`config.mk`:
```
export PLATFORM = sky130hd
export DESIGN_NAME = amm_word_reader_flat
export DESIGN_NICKNAME = d
export VERILOG_FILES = /design/src/rtl/amm_word_reader_if.sv /design/src/rtl/amm_word_reader.sv /design/src/flat_wrapper.sv
export SDC_FILE = /design/constraint.sdc
export NUM_CORES = 1
export LEC_CHECK = 0
export ABC_AREA = 1
export CORE_ASPECT_RATIO = 0.5
export CORE_MARGIN = 2
export CORE_UTILIZATION = 45
export DETAILED_ROUTE_END_ITERATION = 8
export DONT_BUFFER_PORTS = 1
export HOLD_SLACK_MARGIN = 0.06
export PLACE_DENSITY_LB_ADDON = 0.05
export SYNTH_ARGS = -nofsm -noshare
export SYNTH_HDL_FRONTEND = slang
export SYNTH_SLANG_ARGS = --single-unit
```
`constraint.sdc`:
```
create_clock -name clk_i -period 5.4 [get_ports clk_i]
set_input_delay 1.08 -clock clk_i [delete_from_list [all_inputs] [get_ports clk_i]]
set_output_delay 1.08 -clock clk_i [all_outputs]
set_load 0.01 [all_outputs]
```
`src/rtl/amm_word_reader_if.sv`:
```
// Avalon-MM read-side signal bundle between amm_word_reader (master) and the
// memory-mapped slave. Signal names keep the reader's port naming.
interface amm_word_reader_if #(
    parameter int ADDR_WIDTH = 10,
    parameter int DATA_WIDTH = 64
);
    logic [ADDR_WIDTH-1:0] amm_address_o;
    logic                  amm_read_o;
    logic [DATA_WIDTH-1:0] amm_readdata_i;
    logic                  amm_readdatavalid_i;
    logic                  amm_waitrequest_i;

    modport master (
        output amm_address_o,
        output amm_read_o,
        input  amm_readdata_i,
        input  amm_readdatavalid_i,
        input  amm_waitrequest_i
    );

    modport slave (
        input  amm_address_o,
        input  amm_read_o,
        output amm_readdata_i,
        output amm_readdatavalid_i,
        output amm_waitrequest_i
    );
endinterface

```
`src/rtl/amm_word_reader.sv`:
```
// Avalon-MM burst-less read master: fetches length_i words from base_addr_i into a
// credit-limited show-ahead FIFO. Define AMM_READER_PERF_EN for the waitrequest stall counter.
module amm_word_reader #(
    parameter int ADDR_WIDTH = 10,
    parameter int DATA_WIDTH = 64,
    parameter int FIFO_DEPTH = 8
) (
    input  logic                  clk_i,
    input  logic                  rst_n_i,
    input  logic                  run_i,
    input  logic [ADDR_WIDTH-1:0] base_addr_i,
    input  logic [ADDR_WIDTH-1:0] length_i,
    output logic                  busy_o,
    output logic                  done_o,
    amm_word_reader_if.master     amm,
    output logic [DATA_WIDTH-1:0] out_data_o,
    output logic                  out_valid_o,
    output logic                  out_last_o,
    input  logic                  out_ready_i,
    output logic [15:0]           wait_cycles_o
);
    localparam int PW = $clog2(FIFO_DEPTH);
    localparam int CW = PW + 1;

    typedef enum logic [1:0] {
        S_IDLE  = 2'd0,
        S_ISSUE = 2'd1,
        S_DRAIN = 2'd2,
        S_DONE  = 2'd3
    } state_t;

    state_t                state_q, state_d;
    logic [ADDR_WIDTH-1:0] base_q, len_q, issued_q, popped_q;
    logic [CW-1:0]         outstanding_q, count_q;
    logic [PW-1:0]         wr_ptr_q, rd_ptr_q;
    logic [DATA_WIDTH-1:0] mem_q [FIFO_DEPTH];
    logic [CW:0]           in_flight;
    logic                  run_acc, credit_ok, accept, push, pop, last_read, last_pop;

    // Stream handshake: a word transfers on every cycle with out_valid_o & out_ready_i;
    // once raised, out_valid_o and out_data_o hold until that transfer happens.
    assign run_acc   = (state_q == S_IDLE) && run_i;
    assign in_flight = {1'b0, outstanding_q} + {1'b0, count_q};
    assign credit_ok = in_flight < (CW+1)'(FIFO_DEPTH);
    assign accept    = amm.amm_read_o && !amm.amm_waitrequest_i;
    // Returned data is only taken against a read we actually issued in this job.
    assign push      = amm.amm_readdatavalid_i && (state_q != S_IDLE) && (outstanding_q != '0);
    assign pop       = out_valid_o && out_ready_i;
    assign last_read = accept && (issued_q == len_q - ADDR_WIDTH'(1));
    assign last_pop  = pop && out_last_o;

    always_ff @(posedge clk_i or negedge rst_n_i) begin
        if (!rst_n_i) state_q <= S_IDLE;
        else          state_q <= state_d;
    end

    always_comb begin
        state_d = state_q;
        case (state_q)
            S_IDLE:  if (run_i) state_d = (length_i == '0) ? S_DONE : S_ISSUE;
            S_ISSUE: if (last_read) state_d = S_DRAIN;
            S_DRAIN: if (last_pop) state_d = S_DONE;
            S_DONE:  state_d = S_IDLE;
            default: state_d = S_IDLE;
        endcase
    end

    // Read request depends only on registered state, so it cannot move during a stall.
    always_comb begin
        amm.amm_read_o    = (state_q == S_ISSUE) && credit_ok;
        amm.amm_address_o = (state_q == S_ISSUE) ? base_q + issued_q : '0;
        busy_o            = (state_q != S_IDLE);
        done_o            = (state_q == S_DONE);
        out_valid_o       = (count_q != '0);
        out_data_o        = out_valid_o ? mem_q[rd_ptr_q] : '0;
        out_last_o        = out_valid_o && (popped_q == len_q - ADDR_WIDTH'(1));
    end

    always_ff @(posedge clk_i or negedge rst_n_i) begin
        if (!rst_n_i) begin
            base_q        <= '0;
            len_q         <= '0;
            issued_q      <= '0;
            popped_q      <= '0;
            outstanding_q <= '0;
            count_q       <= '0;
            wr_ptr_q      <= '0;
            rd_ptr_q      <= '0;
        end else begin
            if (run_acc) begin
                base_q   <= base_addr_i;
                len_q    <= length_i;
                issued_q <= '0;
                popped_q <= '0;
            end else begin
                if (accept) issued_q <= issued_q + ADDR_WIDTH'(1);
                if (pop)    popped_q <= popped_q + ADDR_WIDTH'(1);
            end
            case ({accept, push})
                2'b10:   outstanding_q <= outstanding_q + CW'(1);
                2'b01:   outstanding_q <= outstanding_q - CW'(1);
                default: outstanding_q <= outstanding_q;
            endcase
            case ({push, pop})
                2'b10:   count_q <= count_q + CW'(1);
                2'b01:   count_q <= count_q - CW'(1);
                default: count_q <= count_q;
            endcase
            if (push) wr_ptr_q <= wr_ptr_q + PW'(1);
            if (pop)  rd_ptr_q <= rd_ptr_q + PW'(1);
        end
    end

    always_ff @(posedge clk_i) begin
        if (push) mem_q[wr_ptr_q] <= amm.amm_readdata_i;
    end

`ifdef AMM_READER_PERF_EN
    logic [15:0] wait_q;

    always_ff @(posedge clk_i or negedge rst_n_i) begin
        if (!rst_n_i)
            wait_q <= '0;
        else if (run_acc)
            wait_q <= '0;
        else if (amm.amm_read_o && amm.amm_waitrequest_i && (wait_q != 16'hFFFF))
            wait_q <= wait_q + 16'd1;
    end

    assign wait_cycles_o = wait_q;
`else
    assign wait_cycles_o = '0;
`endif

`ifndef SYNTHESIS
    a_rdv_has_outstanding: assert property (@(posedge clk_i) disable iff (!rst_n_i)
        !(amm.amm_readdatavalid_i && (state_q != S_IDLE) && (outstanding_q == '0)))
        else $error("amm_word_reader: readdatavalid with no outstanding read");
`endif
endmodule

```
`src/flat_wrapper.sv`:
```
// flat-port wrapper written by rule: the top's interface ports become plain ports
module amm_word_reader_flat 
#(
    parameter int ADDR_WIDTH = 10,
    parameter int DATA_WIDTH = 64,
    parameter int FIFO_DEPTH = 8
)
  (clk_i, rst_n_i, run_i, base_addr_i, length_i, busy_o, done_o, out_data_o, out_valid_o, out_last_o, out_ready_i, wait_cycles_o, amm_amm_address_o, amm_amm_read_o, amm_amm_readdata_i, amm_amm_readdatavalid_i, amm_amm_waitrequest_i);
  amm_word_reader_if #(.ADDR_WIDTH(ADDR_WIDTH), .DATA_WIDTH(DATA_WIDTH)) amm_i ();
  input  logic clk_i;
  input  logic rst_n_i;
  input  logic run_i;
  input  logic [ADDR_WIDTH-1:0] base_addr_i;
  input  logic [ADDR_WIDTH-1:0] length_i;
  output logic busy_o;
  output logic done_o;
  output logic [DATA_WIDTH-1:0] out_data_o;
  output logic out_valid_o;
  output logic out_last_o;
  input  logic out_ready_i;
  output logic [15:0] wait_cycles_o;
  output wire logic [$bits(amm_i.amm_address_o)-1:0] amm_amm_address_o;
  output wire logic [$bits(amm_i.amm_read_o)-1:0] amm_amm_read_o;
  input wire logic [$bits(amm_i.amm_readdata_i)-1:0] amm_amm_readdata_i;
  input wire logic [$bits(amm_i.amm_readdatavalid_i)-1:0] amm_amm_readdatavalid_i;
  input wire logic [$bits(amm_i.amm_waitrequest_i)-1:0] amm_amm_waitrequest_i;
  assign amm_amm_address_o = amm_i.amm_address_o;
  assign amm_amm_read_o = amm_i.amm_read_o;
  assign amm_i.amm_readdata_i = amm_amm_readdata_i;
  assign amm_i.amm_readdatavalid_i = amm_amm_readdatavalid_i;
  assign amm_i.amm_waitrequest_i = amm_amm_waitrequest_i;
  amm_word_reader #(.ADDR_WIDTH(ADDR_WIDTH), .DATA_WIDTH(DATA_WIDTH), .FIFO_DEPTH(FIFO_DEPTH)) u_core (.clk_i(clk_i), .rst_n_i(rst_n_i), .run_i(run_i), .base_addr_i(base_addr_i), .length_i(length_i), .busy_o(busy_o), .done_o(done_o), .amm(amm_i), .out_data_o(out_data_o), .out_valid_o(out_valid_o), .out_last_o(out_last_o), .out_ready_i(out_ready_i), .wait_cycles_o(wait_cycles_o));
endmodule
```
### Word level (Yosys, flattened, before mapping)

Memories as Yosys holds them, arrays and structs flattened.
Cells that the tools add are included.

* output and inout port bits: 95
* bits in writable memories: 512
* word-level logic and storage cells: 69
* input bits: 90
* memories kept: 1
* bits in registers: 56

* magnitude comparators: 1
* muxes and demuxes: 15
* $add $sub $neg: 11
* reductions and logical operators: 20
* equal/unequal tests: 12

Memory list
* u_core.mem_q: words 8, width 64, rd ports 1, clocked after memory_dff 0, wr ports 1, RTL line amm_word_reader.sv:36 `logic [DATA_WIDTH-1:0] mem_q [FIFO_DEPTH];`

Operator list (count)
* 64-bit two-way mux: 1
* 10-bit two-way mux: 5
* 10-bit by 1-bit adder with 10-bit output (second input constant): 2
* 10-bit == test: 2
* 4-bit one-hot mux with 2 select lines: 2
* 10-bit adder: 1
* 10-bit zero test: 1
* 2-bit nonzero test: 5
* 10-bit by 1-bit subtractor with 10-bit output (second input constant): 1
* 1-bit logical AND: 9
* 4-bit by 1-bit adder with 4-bit output (second input constant): 2
* 2-bit == test (second input constant): 4
* 2-bit two-way mux: 4
* 2-bit one-hot mux with 4 select lines: 1
* 4-bit nonzero test: 2
* 4-bit by 1-bit subtractor with 4-bit output (second input constant): 2
* 3-bit by 1-bit adder with 3-bit output (second input constant): 2
* 2-bit by 1-bit == test with 1-bit output (second input constant): 3
* 4-bit by 4-bit adder with 5-bit output: 1
* 5-bit by 4-bit < comparator with 1-bit output (second input constant): 1
* 2-bit by 1-bit inequality test with 1-bit output (second input constant): 2
* 3-bit AND reduction: 1
* 2-bit zero test: 1
* 1-bit two-way mux: 2
* 2 further kinds: 2

### Logic depth before layout (Yosys ltp)

Gate-level depths: netlist (run 1).

* depth after elaboration: 7
* gate-level depth with buffers: 16
* gate-level depth less buffers: 16

### Worst setup path before layout (run 1)

OpenSTA, ideal clock, no wires.

* kind: input -> register
* start: input amm_amm_readdatavalid_i
* end: memory u_core.mem_q[0][0], enable pin
* data arrival time: 4.214 ns
* slack: 0.700 ns
* required time: 4.914 ns
* stages on the path: 3
* buffers on the path: 0
* library setup time: 0.486 ns
* cells stage by stage: nand3_1 > or2_2 > nor2_1

* longest elaborated chain between the ends: 4

Ends and longest elaborated chain
* start, declared: RTL line flat_wrapper.sv:25 `input wire logic [$bits(amm_i.amm_readdatavalid_i)-1:0] amm_amm_readdatavalid_i;`
* 1-bit logical AND (2 in series): RTL line amm_word_reader.sv:47 `assign push = amm.amm_readdatavalid_i && (state_q != S_IDLE) && (outstanding_q != '0);`
* 1-bit two-way mux: RTL line amm_word_reader.sv:115 `if (push) mem_q[wr_ptr_q] <= amm.amm_readdata_i;`
* 1-bit two-way mux (implied by the code): RTL line amm_word_reader.sv:115
* end, declared: RTL line amm_word_reader.sv:36

Every way passes these cells.

### Final worst setup path (run 1)

* start: register u_core.rd_ptr_q[0]
* end: output out_data_o[4]

* longest elaborated chain between the ends: 2

Ends and longest elaborated chain
* start, declared: RTL line amm_word_reader.sv:35 `logic [PW-1:0] wr_ptr_q, rd_ptr_q;`
* start signal, assigned: RTL line amm_word_reader.sv:110 `if (pop) rd_ptr_q <= rd_ptr_q + PW'(1);`
* memory read 8 x 64 bit
* 64-bit two-way mux: RTL line amm_word_reader.sv:75 `out_data_o = out_valid_o ? mem_q[rd_ptr_q] : '0;`
* end, declared: RTL line flat_wrapper.sv:17 `output logic [DATA_WIDTH-1:0] out_data_o;`

Every way passes these cells.

==> results of run 1 <==
-- layer usage --
| metal | part of all wire [%] | vias up | global-route usage, % |
|---|---|---|---|
| li1 | - | 7086 | - |
| met1 | 47 | 7246 | 29.4 |
| met2 | 47 | 287 | 33.5 |
| met3 | 4.9 | 73 | 3.95 |
| met4 | 1.6 | 0 | 4.29 |
| met5 | 0 | - | 0 |
-- report_power, final --
part	switching [µW]	internal [µW]
logic	3400	1370
registers	318	5350
clock network	1630	2020
total	5350	8740
-- sequential cells by signal, indices dropped and copies added, names as in the netlist --
register,count
u_core.len_q,10
u_core.rd_ptr_q,3
u_core.issued_q,10
u_core.popped_q,10
u_core.base_q,10
u_core.outstanding_q,4
u_core.wr_ptr_q,3
u_core.state_q,2
u_core.mem_q,512
u_core.count_q,4
-- worst min-delay path by stage --
stage / start / slack [ns] / endpoint
3_3_place_gp: u_core.popped_q[2] / 0.47 / u_core.popped_q[2]
4_1_cts: rst_n_i / 0.15 / u_core.base_q[4]
2_1_floorplan: u_core.popped_q[2] / 0.45 / u_core.popped_q[2]
3_5_place_dp: u_core.base_q[5] / 0.48 / u_core.base_q[5]
5_1_grt: rst_n_i / 0.15 / u_core.base_q[1]
6_report: rst_n_i / 0.18 / u_core.base_q[4]
-- through the flow --
step	area, µm²	instances	hold WS [ns]	util (%)
after floorplan	23700	2023	0.446	-
after global placement	24400	2625	0.467	46.9
after detailed placement	24400	2625	0.475	46.9
after CTS	26000	2719	0.150	50.1
after global routing	26000	2719	0.155	50.1
final	26000	2719	0.183	50.1
-- logic make-up (layout without fill, tap and decap cells) --
family / after synthesis / after routing / synth area share, %
other cells: 1 / 16 / 0.0159
compound gates: 519 / 519 / 11.8
flops: 568 / 568 / 71.0
buf+inv: 202 / 197 / 3.62
simple gates: 673 / 673 / 11.4
xor+xnor: 14 / 14 / 0.519
fa+ha+maj: 31 / 31 / 1.74
-- cell type report --
class | count | share of cell area (%)
Clock inverter | 31 | 1.18
Timing Repair Buffer | 28 | 1.19
Inverter | 75 | 1.12
Clock buffer | 63 | 5.08
Tap cell | 701 | 3.37
Sequential cell | 568 | 64.5
Multi-Input combinational cell | 1253 | 23.6
-- worst register-to-register path: cells and delay by family (launching register included) --
kind / cells / cell delay [ns]
compound gates: 1 / 0.23
xor+xnor: 1 / 0.12
fa+ha+maj: 2 / 0.69
buf+inv: 1 / 0.37
flops: 1 / 0.42
simple gates: 8 / 1.66
-- cells in the mapped netlist (2+ instances only) --
| library cell | count |
|---|---|
| edfxtp_1 | 512 |
| nor2_1 | 437 |
| o21ai_0 | 352 |
| nand2_1 | 158 |
| clkbuf_1 | 79 |
| inv_1 | 68 |
| a31oi_1 | 65 |
| o22ai_1 | 64 |
| dfrtp_1 | 56 |
| nand3_1 | 46 |
| ha_1 | 28 |
| a21oi_1 | 25 |
| buf_2 | 24 |
| buf_4 | 18 |
| xor2_1 | 10 |
| nor3_1 | 7 |
| buf_1 | 6 |
| nand2_2 | 6 |
| inv_2 | 4 |
| nor2_2 | 4 |
| xnor2_1 | 4 |
| a211oi_1 | 3 |
| clkinv_1 | 3 |
| fa_1 | 3 |
| nand3b_1 | 3 |
| o21ai_1 | 3 |
| a21o_1 | 2 |
| nand4_1 | 2 |
| nor2_4 | 2 |
| nor3_2 | 2 |
| nor4_1 | 2 |
| or2_2 | 2 |
-- cell usage in the layout, fill, tap and decap left out, drive strengths merged, types with 28 or more instances in the layout --
cell type  instances
inv               72
buf               28
nand2            164
nand3             47
clkbuf            63
o22ai             64
nor2             443
dfrtp             56
o21ai            355
ha                28
edfxtp           512
a31oi             65
==> out/qor.txt, run 1 <==
Fmax: 225 MHz
Cell family with most CP delay: buffers and inverters
Worst R2R Setup Slack: 1.81 ns
Synthesis-to-finish area growth: 10.1%
Setup_tns: 0 ns
FF+latch area: 0.0168 mm²
Critical path endpoint: out_data_o[4]
CTS Buf Count: 51
Die height: 166 µm
Setup bufs post-CTS: 0
Crit-path cells: buf_12 > buf_4 > o21ai_0 > o22ai_1 > o21ai_0 > a31oi_1
Worst Skew: 0.0277 ns
DR iter-0 viols: 1083
Syn Std Cell Area: 0.0236 mm²
Endpoints failing hold: 0
Total power: 14100 µW
Post-Synthesis Cells: 2008
Max incr delay on CP: 0.68 ns
Die Width: 328 µm
Worst path buffer plus inverter count: 2
Detail Placement HPWL: 30800 µm
Synth cell types: 40
RSZ-0062 raised after global routing: false
Critical Path Start Type: flip-flop
Register bit total from synthesis: 568
Synthesized area per cell: 11.8 µm²
Antenna Nets Post-Route: 0
Fin. max-slew vios: 0
WL/cell: 20.8 µm
Buffers added on ports: 0
Clock sinks: 568
Final period utilization: 82.3%
Layout cell share with drive strength beyond 1: 6.34%
Largest net degree at the start of global routing: 197
Layout fillers: 4663
Ant diodes: 0
Worst R2R Path Depth: 13
Total Routing Usage GR: 20.7%
CTS tree: yes
Top cells by area, synth: edfxtp_1 65%, o21ai_0 7.5%, nor2_1 6.9%
Post-layout min period: 4.44 ns
WP data arrival: 3.36 ns
Resize count post-CTS: 0
Max cap viols: 0
Async set-reset flop share out of synthesis: 9.86%
WP depth: 6
Routability cong.: 0.813
Nets: 2098
CP most frequent cell: o21ai_0
Root Driver: clkbuf_16
Worst-path clk slew: 0.07 ns
# hold bufs at CTS: 0
Routed wire length: 56400 µm
First-pass GRT wire length: 86900 µm
P_leak: 0.00894 µW
Worst Hold Class: input port to asynchronous set/reset pin
Slew @ Worst Pin: 1.16 ns
Final setup viols: 0
First drt pass iteration count: 5
Cell Rows: 59
Synth warnings: 0
Post-synthesis sequential area ratio: 71.0%
Via count: 14700
Clk Latency, worst-skew pair: 0.60 ns
Worst setup margin: 0.956 ns
Max Root-Sink Buffers: 3
Status: complete, no violations
Area leader, netlist: edfxtp_1
Setup crit end kind: primary output
RR Endpoint: u_core.count_q[3]
Multi-input gate area: 0.00613 mm²
Crit path max fanout: 196
Initial antenna violation count: 0
Worst Path Required: 4.32 ns
Grt ovf: 0
Yosys top cell area share: 65.0%
PwrDens: 542 mW/mm²
Launching point of the worst reg2reg path: u_core.count_q[3]
Initial core utilization: 45.5%
Synth Flop Type: edfxtp_1
Rel. slew slack: 22.3%
CP Class: flip-flop to primary output
DR vias/cell: 5.40
Die area: 0.0545 mm²
Core Box Area: 0.0520 mm²
Crit path from: u_core.rd_ptr_q[0]
Top Ports: 185
Number of global-route vias before repair: 14300
DRC: 0
H-Tree Depth: 2
Critical path's slowest cell: buf_4
Post-synth EDFFs: 512
Peak VDD IR: 631 µV
Pre-CTS setup slack: 1.59 ns
Power figures use the tool's default switching activity.
==> run 2: changes to the inputs <==
==> constraint.sdc (replaced) <==
create_clock -name clk_i -period 4.25 [get_ports clk_i]
set_input_delay 0.85 -clock clk_i [delete_from_list [all_inputs] [get_ports clk_i]]
set_output_delay 0.85 -clock clk_i [all_outputs]
set_load 0.01 [all_outputs]
==> out/qor.txt, run 2 (synthesis results as in run 1) <==
Antenna Nets Post-Route: 0
Max Root-Sink Buffers: 3
Die Width: 328 µm
Most frequent cells in the layout: 512 x edfxtp_1, 429 x nor2_1, 352 x o21ai_0, 157 x nand2_1, 66 x inv_1
Initial antenna violation count: 0
DRC: 0
Flop pwr share: 39.4%
Dpl cells: 2626
WL met2: 26500 µm
Worst Hold Class: input port to asynchronous set/reset pin
Largest net degree at the start of global routing: 175
Setup_tns: 0 ns
Clock sinks: 568
Hold Slack: 0.117 ns
First drt pass iteration count: 6
P_leak: 0.00905 µW
Worst Path Required: 3.40 ns
Int Power: 11400 µW
Total Routing Usage GR: 20.3%
Clk pwr share: 26.6%
Top Ports: 185
P_sw: 6880 µW
Die height: 166 µm
Cell Rows: 59
CTS Buf Count: 51
Worst Skew: 0.0193 ns
Ant diodes: 0
RSZ-0062 raised after global routing: false
Initial core utilization: 45.5%
Clk Latency, worst-skew pair: 0.59 ns
Max incr delay on CP: 0.68 ns
WL/cell: 20.2 µm
Commonest non-fill, non-tap cell in the layout: edfxtp_1
Worst path buffer plus inverter count: 1
Setup bufs post-CTS: 0
Slew @ Worst Pin: 0.811 ns
Fin. max-slew vios: 0
WL met3: 2270 µm
Nets: 2100
H-Tree Depth: 2
Endpoints failing hold: 0
Launching point of the worst reg2reg path: u_core.count_q[3]
Root Driver: clkbuf_16
Layout cell share with drive strength beyond 1: 7.17%
Critical path's slowest cell: dfrtp_4
Routability cong.: 0.766
CTS tree: yes
Routed wire length: 55100 µm
Setup crit end kind: primary output
PwrDens: 696 mW/mm²
Crit path max fanout: 61
Detail Placement HPWL: 30500 µm
Post-layout min period: 3.80 ns
DR iter-0 viols: 1039
Peak VDD IR: 451 µV
Top Layer Used: met4
CP Class: flip-flop to primary output
Max cap viols: 0
Grt ovf: 0
Cell family with most CP delay: compound AO/OA/AOI/OAI gates
Resize count post-CTS: 0
Core Box Area: 0.0520 mm²
Buffers added on ports: 0
Rel. slew slack: 45.9%
Comb power frac: 34.0%
Die area: 0.0545 mm²
Final period utilization: 89.3%
Worst-path clk slew: 0.07 ns
Via count: 14700
Crit path from: u_core.rd_ptr_q[0]
Max FFs per register: 512
First-pass GRT wire length: 86200 µm
Final setup viols: 0
WP data arrival: 2.95 ns
Crit-path cells: buf_4 > o21ai_0 > o22ai_1 > o21ai_0 > a31oi_1
CP most frequent cell: o21ai_0
M1 WL: 25400 µm
Synthesis-to-finish area growth: 10.9%
Top reg by flops: u_core.mem_q
Sw frac: 37.7%
Fmax: 263 MHz
Cell Count, Final, Fillers Out: 2722
DR vias/cell: 5.39
Number of global-route vias before repair: 14400
Status: complete, no violations
Critical Path Start Type: flip-flop
==> run 2: metrics by stage <==
| stage | area (µm²) | utilization (%) | power, µW | setup slack [ns] |
|---|---|---|---|---|
| 2_1_floorplan | 23700 | - | 11700 | -0.220 |
| 3_3_place_gp | 24500 | 47.0 | 13600 | 0.983 |
| 3_5_place_dp | 24500 | 47.0 | 13600 | 0.950 |
| 4_1_cts | 26200 | 50.5 | 18500 | 0.402 |
| 5_1_grt | 26200 | 50.5 | 19500 | 0.185 |
| 6_report | 26200 | 50.5 | 18300 | 0.454 |
==> run 2: layer usage <==
metal / vias up / GRT usage (%)
li1: 7110 / -
met1: 7263 / 28.6
met2: 243 / 33.7
met3: 65 / 3.44
met4: 0 / 3.95
met5: - / 0
==> run 2: path summary, 6_finish.rpt <==
check / end / slack (ns) / depth (start not counted)
worst min-delay path: u_core.outstanding_q[3] / 0.12 / 1
max in group asynchronous: u_core.rd_ptr_q[0] / 3.82 / 1
worst max register to register: u_core.count_q[3] / 0.99 / 13
min in group clk_i: u_core.mem_q[4][29] / 0.35 / 0
worst min register to register: u_core.base_q[7] / 0.49 / 2
worst max-delay path: out_data_o[15] / 0.45 / 5
==> run 2: area by class of cell <==
| class | count | area (µm²) |
|---|---|---|
| Clock buffer | 55 | 1310 |
| Clock inverter | 40 | 435 |
| Fill cell | 4534 | 25700 |
| Inverter | 75 | 292 |
| Multi-Input combinational cell | 1253 | 6130 |
| Sequential cell | 568 | 16800 |
| Tap cell | 701 | 877 |
| Timing Repair Buffer | 30 | 395 |
==> run 2: power groups by stage <==
stage          clock (µW)  combinational (µW)  sequential, µW
4_1_cts              4970                6340            7190
3_5_place_dp            0                6300            7310
6_report             4860                6200            7190
2_1_floorplan           0                4550            7160
3_3_place_gp            0                6290            7300
5_1_grt              5210                7000            7260
==> run 2: repair_timing <==
action	CTS	global route
endpoints found under the hold margin	56	0
setup endpoints to repair	0	0
hold buffers	1	0
